`config.mk`:
```
export PLATFORM = sky130hd
export DESIGN_NAME = traffic_light_monitor
export DESIGN_NICKNAME = d
export VERILOG_FILES = /design/src/rtl/traffic_light_monitor.sv
export SDC_FILE = /design/constraint.sdc
export NUM_CORES = 1
export LEC_CHECK = 0
export CORE_ASPECT_RATIO = 0.75
export CORE_MARGIN = 1.5
export CORE_UTILIZATION = 50
export DETAILED_ROUTE_END_ITERATION = 10
export HOLD_SLACK_MARGIN = 0.06
export PLACE_DENSITY_LB_ADDON = 0.2
export SLEW_MARGIN = 30
export SYNTH_ARGS = -nofsm -noshare
export SYNTH_HDL_FRONTEND = slang
export SYNTH_SLANG_ARGS = --single-unit
```
`constraint.sdc`:
```
create_clock -name clk -period 2.1 [get_ports clk]
set_input_delay 0.42 -clock clk [delete_from_list [all_inputs] [get_ports clk]]
set_output_delay 0.42 -clock clk [all_outputs]
set_load 0.02 [all_outputs]
```
`src/rtl/traffic_light_monitor.sv`:
```
// Passive monitor for the main/side traffic-light lines. It rebuilds the current phase,
// measures how long each phase lasts, and keeps sticky timing/safety violation flags.
module traffic_light_monitor #(
  parameter int unsigned MIN_GREEN      = 3,
  parameter int unsigned MAX_GREEN      = 8,
  parameter int unsigned MAX_ALLRED     = 2,
  parameter int unsigned REQUIRE_ALLRED = 0,
  parameter int unsigned CNT_W          = 8,
  parameter int unsigned GCNT_W         = 16
) (
  input  logic              clk,
  input  logic              rst_n,
  input  logic              main_road,
  input  logic              side_road,
  input  logic              err_clr,
  output logic [1:0]        phase,
  output logic [CNT_W-1:0]  run_len,
  output logic              phase_done,
  output logic [1:0]        last_phase,
  output logic [CNT_W-1:0]  last_len,
  output logic [GCNT_W-1:0] green_count,
  output logic              conflict_err,
  output logic              short_err,
  output logic              long_err,
  output logic              allred_err,
  output logic              seq_err,
  output logic              err_any
);

  typedef enum logic [1:0] {StInit, StFirst, StTrack} state_e;

  localparam logic [1:0]       PhAllRed   = 2'b00;
  localparam logic [1:0]       PhMain     = 2'b01;
  localparam logic [1:0]       PhSide     = 2'b10;
  localparam logic [1:0]       PhConflict = 2'b11;
  localparam logic [CNT_W-1:0] CntMax     = '1;
  localparam logic [CNT_W:0]   MinLen     = (CNT_W+1)'(MIN_GREEN);
  localparam logic [CNT_W:0]   LongLen    = (CNT_W+1)'(MAX_GREEN + 1);
  localparam logic [CNT_W:0]   AllRedLen  = (CNT_W+1)'(MAX_ALLRED + 1);

  logic              s_main_q, s_side_q, s_valid_q;
  state_e            state_q, state_d;
  logic [1:0]        phase_q, phase_d, last_phase_q, last_phase_d;
  logic [CNT_W-1:0]  run_len_q, run_len_d, last_len_q, last_len_d;
  logic              phase_done_q, phase_done_d;
  logic [GCNT_W-1:0] green_count_q, green_count_d;
  logic              conflict_q, short_q, long_q, allred_q, seq_q, err_any_q;
  logic              ev_conflict, ev_short, ev_long, ev_allred, ev_seq;
  logic [1:0]        cur;
  logic              cur_green, old_green;

  assign cur       = {s_side_q, s_main_q};
  assign cur_green = (cur == PhMain) || (cur == PhSide);
  assign old_green = (phase_q == PhMain) || (phase_q == PhSide);

  always_comb begin
    state_d       = state_q;
    phase_d       = phase_q;
    run_len_d     = run_len_q;
    phase_done_d  = 1'b0;
    last_phase_d  = last_phase_q;
    last_len_d    = last_len_q;
    green_count_d = green_count_q;
    ev_conflict   = 1'b0;
    ev_short      = 1'b0;
    ev_long       = 1'b0;
    ev_allred     = 1'b0;
    ev_seq        = 1'b0;
    // The tracker idles until the input sample stage holds a real post-reset value.
    if (s_valid_q) begin
      ev_conflict = (cur == PhConflict);
      unique case (state_q)
        StInit: begin
          phase_d   = cur;
          run_len_d = CNT_W'(1);
          state_d   = StFirst;
        end
        StFirst, StTrack: begin
          if (cur == phase_q) begin
            run_len_d = (run_len_q == CntMax) ? run_len_q : run_len_q + CNT_W'(1);
          end else begin
            phase_d      = cur;
            run_len_d    = CNT_W'(1);
            phase_done_d = 1'b1;
            last_phase_d = phase_q;
            last_len_d   = run_len_q;
            state_d      = StTrack;
            // The first phase was only partly observed, so its length proves nothing.
            if ((state_q == StTrack) && old_green) begin
              green_count_d = green_count_q + GCNT_W'(1);
              ev_short      = ({1'b0, run_len_q} < MinLen);
            end
            ev_seq = (REQUIRE_ALLRED != 0) && old_green && cur_green;
          end
          ev_long   = cur_green && ({1'b0, run_len_d} == LongLen);
          ev_allred = (cur == PhAllRed) && ({1'b0, run_len_d} == AllRedLen);
        end
        default: state_d = StInit;
      endcase
    end
  end

  always_ff @(posedge clk) begin
    if (!rst_n) begin
      s_main_q      <= 1'b0;
      s_side_q      <= 1'b0;
      s_valid_q     <= 1'b0;
      state_q       <= StInit;
      phase_q       <= PhAllRed;
      run_len_q     <= '0;
      phase_done_q  <= 1'b0;
      last_phase_q  <= PhAllRed;
      last_len_q    <= '0;
      green_count_q <= '0;
      conflict_q    <= 1'b0;
      short_q       <= 1'b0;
      long_q        <= 1'b0;
      allred_q      <= 1'b0;
      seq_q         <= 1'b0;
      err_any_q     <= 1'b0;
    end else begin
      s_main_q      <= main_road;
      s_side_q      <= side_road;
      s_valid_q     <= 1'b1;
      state_q       <= state_d;
      phase_q       <= phase_d;
      run_len_q     <= run_len_d;
      phase_done_q  <= phase_done_d;
      last_phase_q  <= last_phase_d;
      last_len_q    <= last_len_d;
      green_count_q <= green_count_d;
      // A fresh event outranks a simultaneous clear.
      conflict_q    <= (conflict_q & ~err_clr) | ev_conflict;
      short_q       <= (short_q & ~err_clr) | ev_short;
      long_q        <= (long_q & ~err_clr) | ev_long;
      allred_q      <= (allred_q & ~err_clr) | ev_allred;
      seq_q         <= (seq_q & ~err_clr) | ev_seq;
      err_any_q     <= conflict_q | short_q | long_q | allred_q | seq_q;
    end
  end

  assign phase        = phase_q;
  assign run_len      = run_len_q;
  assign phase_done   = phase_done_q;
  assign last_phase   = last_phase_q;
  assign last_len     = last_len_q;
  assign green_count  = green_count_q;
  assign conflict_err = conflict_q;
  assign short_err    = short_q;
  assign long_err     = long_q;
  assign allred_err   = allred_q;
  assign seq_err      = seq_q;
  assign err_any      = err_any_q;

endmodule
```
* Word level (Yosys, flattened, before mapping)
Cells that the tools add are included.
Cells by class: div/mod/pow operators 0, order comparisons 1, equal/unequal tests 12, multiplexer cells 20, reduce and logical (&&, ||, !) cells 15, bitwise gates (word level) 15, shift-type cells 0, add/subtract/negate cells 2, $mul 0
Operators with widths (number):
- 8-bit two-way mux | 4
- 16-bit by 1-bit adder with 16-bit output, second input constant | 1
- 8-bit case mux with 2 select lines | 1
- 1-bit two-way mux | 11
- 3-bit AND reduction | 3
- 8-bit by 1-bit adder with 8-bit output, second input constant | 1
- 2-bit == test, second input constant | 4
- 8-bit by 2-bit == test with 1-bit output, second input constant | 1
- 8-bit by 4-bit == test with 1-bit output, second input constant | 1
- 8-bit == test, second input constant | 1
- 8-bit by 2-bit < comparator with 1-bit output, second input constant | 1
- 1-bit bitwise OR | 8
- 2-bit case mux with 2 select lines | 2
- 2-bit by 1-bit == test with 1-bit output, second input constant | 3
- 1-bit bitwise AND | 5
- 2-bit logical NOT | 2
- 2-bit two-way mux | 2
- 2-bit AND reduction | 2
- 4-bit AND reduction | 1
- 1-bit logical AND | 3
- 2-bit == test | 1
- 1-bit logical OR | 2
- 2-bit != test, second input constant | 1
- 1-bit NOT | 2
- other kinds (2) | 2
Word-level totals: memories 0, word-level logic and storage cells 81, latch bits 0, register bits 48, bits in read-only memories 0, bits in writable memories 0, input bits 5, output and inout bits 43

* Depth between registers and ports, before layout
Gate-level depths: netlist (run 1).
depth after elaboration 10, depth in mapped cells 8, depth with buffers taken out 7

* Worst setup path after synthesis (run 1)
OpenSTA, ideal clock, no wires.
path kind register to register, start register run_len_q[0] (netlist: run_len[0]), end register allred_q (netlist: allred_err), setup slack 231 ps, arrival time 1752 ps, stages on the path, launching flop included 8, data required time 1983 ps, setup time 117 ps, period minus slack after synthesis 1869 ps, cell sequence dfxtp_1 ha_1 and3_1 clkbuf_1 a211oi_1 mux2i_1 nor4_2 a22o_1
On the way: word-level cells in the longest chain between the ends 10, elaborated cells between the ends (all ways) 11, classes of those cells add/sub: 1; eq/ne: 2; mux: 6; bitwise: 1; reduce/logical: 1
RTL lines:
- start, declared | RTL line 44 | logic [CNT_W-1:0] run_len_q, run_len_d, last_len_q, last_len_d;
- start signal, assigned | RTL line 127 | run_len_q <= run_len_d;
- 8-bit by 1-bit adder with 8-bit output or 8-bit == test (tied branches) | RTL line 80 | run_len_d = (run_len_q == CntMax) ? run_len_q : run_len_q + CNT_W'(1);
- 8-bit two-way mux (*) | RTL line 80
- 8-bit two-way mux (*) | RTL line 79 | if (cur == phase_q) begin
- 8-bit two-way mux (*) | RTL line 72 | unique case (state_q)
- 8-bit two-way mux (*) | RTL line 70 | if (s_valid_q) begin
- 8-bit by 2-bit == test with 1-bit output (*) | RTL line 96 | ev_allred = (cur == PhAllRed) && ({1'b0, run_len_d} == AllRedLen);
- 1-bit logical AND (*) | RTL line 96
- 1-bit two-way mux (*) | RTL line 72
- 1-bit two-way mux (*) | RTL line 70
- 1-bit bitwise OR (*) | RTL line 136 | allred_q <= (allred_q & ~err_clr) | ev_allred;
- end signal, assigned | RTL line 136
- end, declared | RTL line 47 | logic conflict_q, short_q, long_q, allred_q, seq_q, err_any_q;
Mark *: on every way between the ends. The rest lies on a longest branch, timed or not. The select of a mux whose other input is x is not followed. A chain may end at the register's enable or synchronous reset.

* Final worst setup path (run 1)
start register run_len_q[5] (netlist: run_len[5]), end output run_len[5]
RTL lines:
- end, declared | RTL line 17 | output logic [CNT_W-1:0] run_len,
No word-level cell between the ends.

==> results.ini, run 1 <==
[outcome]
status = completed

[synthesis]
syn_nets = 270
yosys.area.top_type = dfxtp_1
synthMuxAreaShare_pct = 5.047
synth_xor_area_share_pct = 7.256
synthSimpleGateAreaFrac_pct = 26.60
synth_top_area_share_pct = 40.38
synthDistinctLibCells = 47
async_reset_ff_share_pct = 0
ys_seq_area_share_pct = 40.38
yosys_warnings = 0
synth-seq-cells = 48
synth_top_flop_cell = dfxtp_1
synth_edf_count = 0
syn_inst = 258
synthAdderAreaFrac_pct = 3.680
synth_top_family_by_area = simple AND/OR/NAND/NOR gates
syn_avg_cell_area_um2 = 9.224
synth_area_leaders = dfxtp_1, mux2i_1, and2_1, nor2b_1, xor2_1
syn_area_um2 = 2380
synth_compound_area_share_pct = 12.51

[finish]
final_cell_mix = dfxtp_1, clkdlybuf4s50_1, and2_1, nor2b_1, nand2_1
final_nets = 319
stdcell_count = 364
post-route-util_pct = 66.58
layout_commonest_cell = dfxtp_1
layout-drive-gt1-share_pct = 8.143
diodes = 0
stdcell_area_um2 = 3009
area_growth_pct = 26.45

[timing]
fmax_ghz = 0.5111
period_minus_slack_ps = 1957
hold_viol_final = 0
setup_viol = 0
worstMarginPinSlew_ps = 436.1
clock_skew_ps = 5.801
grt_setup_unrepaired = no
timing.hold.ws_ps = 495.2
relSlewSlack_pct = 70.93
fin_ws_ps = 143.3
tns_ps = 0
maxSlewViolCount = 0
fin_crit_sh_pct = 93.18

[pwr]
clock_power_share_pct = 31.8
power.total_mw = 1.635
powerDensity_nw_per_um2 = 543.3
p_leak_nw = 1.128
p_seq_share_pct = 57.3
pwr-share-comb_pct = 10.9
p_int_mw = 1.224
irDropWorstVdd_mv = 0.3618
switching_share_pct = 25.12
p_sw_mw = 0.4106

[floorplanning]
rows = 21
core_um2 = 4519
io_pins = 48
start_util_pct = 52.66
die_w_um = 82.66
dieArea_um2 = 5187
die_h_um = 62.75

[route]
drt-vias-per-instance = 5.599
drtPass1Iterations = 4
drt_iter0_drc = 207
drc = 0
wl_um = 5424
ant_nets = 0
avgRoutedWirePerCell_um = 14.90
via_count = 2038

[worst_setup_path]
path_depth = 1
path_max_fanout = 11
crit_path_cell_trace = clkdlybuf4s50_1
r2r_slack_ps = 160
cp_data_arrival_time_ps = 1540
required_ps = 1680
crit_buf_inv = 1
r2r_end = green_count[6]
cp-start-kind = register
crit_type = reg2out
cp_top_family = buffers and inverters
cp_slowest_cell = clkdlybuf4s50_1
slowest_delay_ps = 680
r2r-start = state_q[1]
endpoint_kind = primary output
startpoint = run_len[5]
rr_worst_depth = 8

[clock_tree]
clockBufferDepth = 2
clockRootBuffer = clkbuf_8
numCtsBuffers = 5
cts.sinks = 48
clkLatencyLatePin_ps = 290
cts_tree = built
cts_max_level = 2
clk_pin_slew_worst_paths_ps = 90

[grt]
grt_antenna_before_repair = 0
grt-ovfl-total = 0
grt_pass1_wl_um = 8604
grt_max_degree = 31
grt_pass1_vias = 1738
track_usage_pct = 21.85

[placed_design]
gp_congestion = 0.9545
portBuffers = 47
place_ws_ps = 93.92
placed_cell_area_um2 = 2908
placed_cells = 355
hpwl_um = 3937

[job]
drv_cap = 0

[hold_path]
hold_depth = 1
min_from = seq_err
hold_path_end = seq_err
hp-class = reg2reg

==> layer usage <==
layer | track usage, % | wire length [um] | share of wire, %
met5 | 0 | 0 | 0
met4 | 5.833 | 41 | 0.76
met3 | 6.131 | 545 | 10
met2 | 28.46 | 2223 | 41
met1 | 34.52 | 2614 | 48
==> layout make-up <==
cell class                      instances  area (um2)
Tap cell                               57       71.32
Inverter                                9       33.78
Sequential cell                        48       960.9
Clock inverter                          1       5.005
Multi-Input combinational cell        187        1328
Timing Repair Buffer                   56       538.0
Fill cell                             374        1510
Clock buffer                            6       72.57
==> cells by family after synthesis <==
logic type / count (synthesis)
AO/OA/AOI/OAI: 40
XOR/XNOR: 18
adder cells (fa/ha/maj): 7
buffers and inverters: 24
flip-flops: 48
multiplexers: 12
AND/OR/NAND/NOR: 109
==> worst max-delay path by stage <==
| stage | end | slack, ps |
|---|---|---|
| detailed placement | green_count[6] | 90 |
| CTS | green_count[6] | 70 |
| global route | long_err | 8 |
| finish | run_len[5] | 140 |
| global placement | short_err | 110 |
| floorplan | allred_err | 230 |
==> cells in the mapped netlist, drive strengths merged (8+ instances only) <==
master	number
inv	9
nand2	15
mux2i	12
and2	19
nor2b	18
nor4	8
dfxtp	48
xor2	13
clkbuf	10
o21ai	8
nand3	11
==> registers in the layout, summed over array words and instances (netlist names), 2 cells and up <==
register,cells
last_phase,2
state_q,2
phase,2
green_count,16
last_len,8
run_len,8
==> repair_timing <==
item,CTS,global route
hold buffers,0,0
gates resized for setup,0,1
setup buffers,0,1
hold endpoints to repair,0,0
endpoints found under the setup margin,0,9
==> power by group through the flow <==
stage	clock, mW	combinational [mW]	sequential (mW)
after floorplan	0	0.104	0.964
after global placement	0	0.165	0.958
after detailed placement	0	0.168	0.959
after CTS	0.528	0.169	0.937
after global routing	0.578	0.192	0.940
final	0.520	0.178	0.937
Power figures use the tool's default switching activity.
==> run 2, diff against run 1 <==
Clock period 2.1 ns to 2.28 ns, I/O delays scaled along.
==> run 2 against run 1 <==
- critical path depth increased by 7
- core utilization increased by 0.11 points
- wire length is 1.5% higher
- count of clock-buffer cells in the layout unchanged
- final cell count did not move
- total power fell by 5.8%
- design area grew 0.17%
- sequential power down 7.9%
- via count shrank 0.74%
- clock power barely moved
- worst setup slack got worse by 8.7 ps
- register-to-register slack got worse by 30 ps
- critical path type is now reg2reg
- largest power group unchanged
- highest routed layer unchanged
==> results.ini, run 2 (synthesized netlist as in run 1, its figures left out) <==
[pwr]
irDropWorstVdd_mv = 0.3742  ; +3.4%
power.total_mw = 1.541  ; -5.8%
p_leak_nw = 1.137  ; +0.81%
powerDensity_nw_per_um2 = 511.1  ; -5.9%
switching_share_pct = 24.83  ; -0.28 points
p_sw_mw = 0.3825  ; -6.8%
pwr-share-comb_pct = 10.2  ; -0.7 points
p_int_mw = 1.158  ; -5.4%
clock_power_share_pct = 33.8  ; +2.0 points
p_seq_share_pct = 56.0  ; -1.3 points

[finish]
final_cell_mix = dfxtp_1, clkdlybuf4s50_1, and2_1
layout_commonest_cell = dfxtp_1
fillers = 387  ; +3.5%
layout-drive-gt1-share_pct = 8.469  ; +0.33 points
area_growth_pct = 26.66
final_nets = 318  ; -0.31%
post-route-util_pct = 66.69  ; +0.11 points
stdcell_count = 364  ; unchanged
largest_register_ffs = 16  ; unchanged
diodes = 0  ; unchanged
multi_input_area_um2 = 1318  ; -0.75%
seq_area_um2 = 960.9  ; unchanged

[route]
drt-vias-per-instance = 5.558  ; -0.74%
drtPass1Iterations = 4  ; unchanged
via_count = 2023  ; -0.74%
avgRoutedWirePerCell_um = 15.13  ; +1.5%
drt_iter0_drc = 143  ; -31%
ant_nets = 0  ; unchanged
drc = 0  ; unchanged
wl_um = 5507  ; +1.5%

[hold_path]
hold_path_end = err_any
hp-class = reg2reg
hold_depth = 1  ; unchanged
min_from = conflict_err

[placed_design]
portBuffers = 47  ; unchanged
placed_cells = 355  ; unchanged
hpwl_um = 3937  ; about the same
gp_congestion = 1.005  ; +5.3%

[floorplanning]
io_pins = 48  ; unchanged
core_um2 = 4519  ; unchanged
dieArea_um2 = 5187  ; unchanged
rows = 21  ; unchanged
start_util_pct = 52.66  ; unchanged
die_h_um = 62.75  ; unchanged
die_w_um = 82.66  ; unchanged

[worst_setup_path]
r2r_end = green_count[6]
rr_worst_depth = 8  ; unchanged
r2r-start = state_q[1]
crit_type = reg2reg
path_max_fanout = 11  ; unchanged
r2r_slack_ps = 130  ; -30 ps
endpoint_kind = register
cp_data_arrival_time_ps = 2350  ; +810 ps
cp-start-kind = register
required_ps = 2480  ; +800 ps

[timing]
fmax_ghz = 0.4661
clock_skew_ps = 4.561  ; -1.241 ps
period_minus_slack_ps = 2145
worstMarginPinSlew_ps = 446.6  ; +10.53 ps
tns_ps = 0  ; unchanged
relSlewSlack_pct = 70.22  ; -0.70 points
maxSlewViolCount = 0  ; unchanged
timing.hold.ws_ps = 503.1  ; +7.879 ps
hold_viol_final = 0  ; unchanged
fin_crit_sh_pct = 94.10
setup_viol = 0  ; unchanged

[clock_tree]
cts_tree = built
clk_pin_slew_worst_paths_ps = 90  ; about the same
hold_buffers = 0  ; unchanged
clockRootBuffer = clkbuf_8
clkLatencyLatePin_ps = 300  ; about the same
cts.sinks = 48  ; unchanged
clockBufferDepth = 2  ; unchanged
numCtsBuffers = 5  ; unchanged
cts_max_level = 2  ; unchanged

[grt]
grt-ovfl-total = 0  ; unchanged
grt_pass1_wl_um = 9183  ; +6.7%
grt_pass1_vias = 1871  ; +7.7%
grt_max_degree = 32  ; +3.2%
grt_antenna_before_repair = 0  ; unchanged
track_usage_pct = 23.02  ; +1.2 points

[job]
drv_cap = 0  ; unchanged

[outcome]
status = completed

-- run 2: changes by cell type in the layout (fill, tap and decap cells not counted) --
cell,change
nor4_1,-1
clkbuf_8,+1
and2_1,+1
clkbuf_1,-1
nor4_2,+1
o2111ai_2,-1
and2_2,-1
clkinv_2,+1
-- run 2: worst max-delay path by stage --
stage                     startpoint  slack (ps)  cells past startpoint         endpoint
after floorplan           run_len[0]         410                      7       allred_err
after global routing      state_q[1]         -50                      7   green_count[9]
after detailed placement  state_q[1]         130                      7   green_count[3]
after global placement    state_q[1]         240                      7  green_count[15]
after CTS                 state_q[1]         120                      7   green_count[3]
final                     state_q[1]         130                      8   green_count[6]
-- run 2: through the flow --
step / worst slack, ps / area (um2)
detailed placement: 128.3 / 2908
global route: -49.27 / 3014
CTS: 124.2 / 3000
global placement: 241.8 / 2908
floorplan: 411.3 / 2380
finish: 134.6 / 3014
-- run 2: layout make-up --
cell class / instances / share of cell area [%]
well taps: 57 / 2.366
clock buffers: 6 / 2.740
flip-flops and latches: 48 / 31.88
inverters: 9 / 1.121
repair buffers: 56 / 17.85
clock inverters: 2 / 0.3321
multi-input cells: 186 / 43.71
-- run 2: worst max-delay path, stage by stage, from the launching register on --
cell,delay [ps]
dfxtp_1,410
inv_1,70
ha_1,360
and2_1,260
o2111ai_4,250
buf_4,230
nor3_1,210
xor2_1,100
and2_1,160
-- run 2: timing repair --
action / CTS / global route
resized for setup: 0 / 1
setup buffers: 0 / 1
endpoints found under the setup margin: 0 / 6
-- run 2: metal layers --
layer / global-route usage (%) / vias up / share of wire [%]
met5: 0 / - / 0
met4: 5.833 / 0 / 0.76
met3: 5.401 / 5 / 8.0
met2: 31.00 / 85 / 40
met1: 36.28 / 933 / 51
li1: - / 1000 / -
-- run 2: power by group through the flow --
stage / sequential (mW) / combinational [mW] / clock (mW)
after floorplan: 0.888 / 0.0958 / 0
after global routing: 0.865 / 0.171 / 0.584
after detailed placement: 0.882 / 0.155 / 0
final: 0.863 / 0.157 / 0.520
after CTS: 0.863 / 0.155 / 0.533
after global placement: 0.882 / 0.151 / 0
==> run 3, diff against run 2 <==
--- a/constraint.sdc
+++ b/constraint.sdc
@@ -3,2 +3,2 @@
 set_output_delay 0.456 -clock clk [all_outputs]
-set_load 0.02 [all_outputs]
+set_load 0.005 [all_outputs]
==> results of run 3 <==
The final DEF is identical to that of run 2. Status: completed.
Among the figures that moved: total power 1.541 mW -> 1.534 mW; worst IR drop on VDD 0.3742 mV -> 0.3740 mV
==> RTL change, RTL diff (settings of run 1) <==
Re-encode `state_e` (3 states) as one-hot, 3 bits wide.
--- a/src/rtl/traffic_light_monitor.sv
+++ b/src/rtl/traffic_light_monitor.sv
@@ -28,5 +28,5 @@
 );
 
-  typedef enum logic [1:0] {StInit, StFirst, StTrack} state_e;
+  typedef enum logic [2:0] {StInit = 3'b001, StFirst = 3'b010, StTrack = 3'b100} state_e;
 
   localparam logic [1:0]       PhAllRed   = 2'b00;
Formal check against the unedited RTL: same outputs for any inputs over 10 cycles, from zero or initial values and one cycle with rst_n low; not proved beyond that.
==> RTL change against run 1 <==
Clock skew is essentially flat; design area shrank 3.2%; critical endpoint is now phase[0]; worst setup slack lost 0.027 ns; count of clock-buffer cells in the layout grew 1; synthesized area shrank 4.0%; sequential cell count grew 1; power grew 3.3%; routed wire length shrank 10%.
==> RTL change: results (changes against run 1) <==
| Metric | Value |
|---|---|
| Clock Skews | 0.00621 ns (+0.000406 ns) |
| Routed len/inst | 13.5 µm (-9.4%) |
| Met3 wire len | 281 µm (-48%) |
| Peak supply drop | 0.416 mV (+15%) |
| Met2 wire length | 1900 µm (-15%) |
| IO buf count | 47 (unchanged) |
| GR Layer Usage met2 | 28.5% (about the same) |
| Top cells by count, synth | dfxtp_1, nor2_1, xnor2_1 |
| Ys Warns | 0 (unchanged) |
| Layout cell share with drive strength beyond 1 | 8.58% (+0.44 points) |
| Vias in the first global route | 1625 (-6.5%) |
| RD Place Congestion | 0.790 (-17%) |
| Rel. slew slack | 71.3% (+0.37 points) |
| Filler Cell Count | 386 (+3.2%) |
| First-pass GRT wire length | 7700 µm (-11%) |
| Part of the Yosys area used for sequential elements | 42.9% (+2.6 points) |
| Hold Crit Class | flop to flop |
| Worst Path Arrival | 1.56 ns (+0.02 ns) |
| CP delay by family, top | buffers and inverters |
| 1st-iter DRT viols | 108 (-48%) |
| Worst-path clk slew | 0.09 ns (about the same) |
| GRT met3 Usage | 4.89% (-1.2 points) |
| Fin nets | 311 (-2.5%) |
| Vias per cell | 5.28 (-5.6%) |
| Met1 GRT Util | 30.8% (-3.7 points) |
| GRT Total Usage | 20.5% (-1.4 points) |
| Largest net degree at the start of global routing | 42 (+35%) |
| Synthesized Nets | 263 (-2.6%) |
| Met1 wire length | 2620 µm (about the same) |
| P_leak | 1.05 nW (-6.6%) |
| Status | finished clean |
| Synth top area cells | dfxtp_1, nor2_1, mux2i_1, xnor2_1, a21oi_1 |
| Dpl hpwl | 3460 µm (-12%) |
| Synth cell types | 46 (-2.1%) |
| Largest fanout on the critical path | 6 (-5) |
| Setup bufs post-CTS | 0 (unchanged) |
| Initial antenna violation count | 0 (unchanged) |
-- RTL change: cell types whose count changed in the layout (fill, tap and decap cells not counted), sizes merged, moves of 4 or more --
cell	delta
xor2	-7
a21boi	-5
nand2	-4
nor3	+6
and2	-14
nor4	-6
nor2b	-15
nor2	+39
a21oi	+7
xnor2	+9
-- RTL change: final timing paths --
| check | from | end | slack (ns) | cells past startpoint |
|---|---|---|---|---|
| worst min-delay path | allred_err | allred_err | 0.49 | 2 |
| worst min register to register | allred_err | allred_err | 0.49 | 2 |
| worst max-delay path | phase[0] | phase[0] | 0.12 | 1 |
| worst max register to register | run_len[1] | allred_err | 0.24 | 6 |
-- RTL change: per-stage QoR --
stage	std cells	worst slack (ns)	instance area, µm²
after floorplan	254	0.227	2280
after global placement	352	0.227	2810
after detailed placement	352	0.221	2810
after CTS	360	0.127	2910
after global routing	360	0.0880	2910
final	360	0.116	2910
-- RTL change: cells by family (layout without fill, tap and decap cells) --
kind of cell / Yosys count / after routing / synth area share, %
flops: 49 / 49 / 42.9
buf+inv: 22 / 71 / 4.38
mux: 14 / 14 / 6.19
compound gates: 39 / 39 / 11.8
fa+ha+maj: 4 / 4 / 2.19
simple gates: 106 / 106 / 23.8
xor+xnor: 20 / 20 / 8.65
-- RTL change: area by class of cell --
type / count / area share (%)
Inverter: 9 / 1.16
Clock buffer: 7 / 3.31
Multi-Input combinational cell: 183 / 41.3
Clock inverter: 1 / 0.172
Timing Repair Buffer: 54 / 17.9
Sequential cell: 49 / 33.7
Tap cell: 57 / 2.45
-- RTL change: power by group --
part | internal [mW] | switching, mW | leakage (nW) | total, mW
logic | 0.0542 | 0.0716 | 0.602 | 0.126
clock network | 0.298 | 0.305 | 0.0542 | 0.603
registers | 0.940 | 0.0199 | 0.396 | 0.960
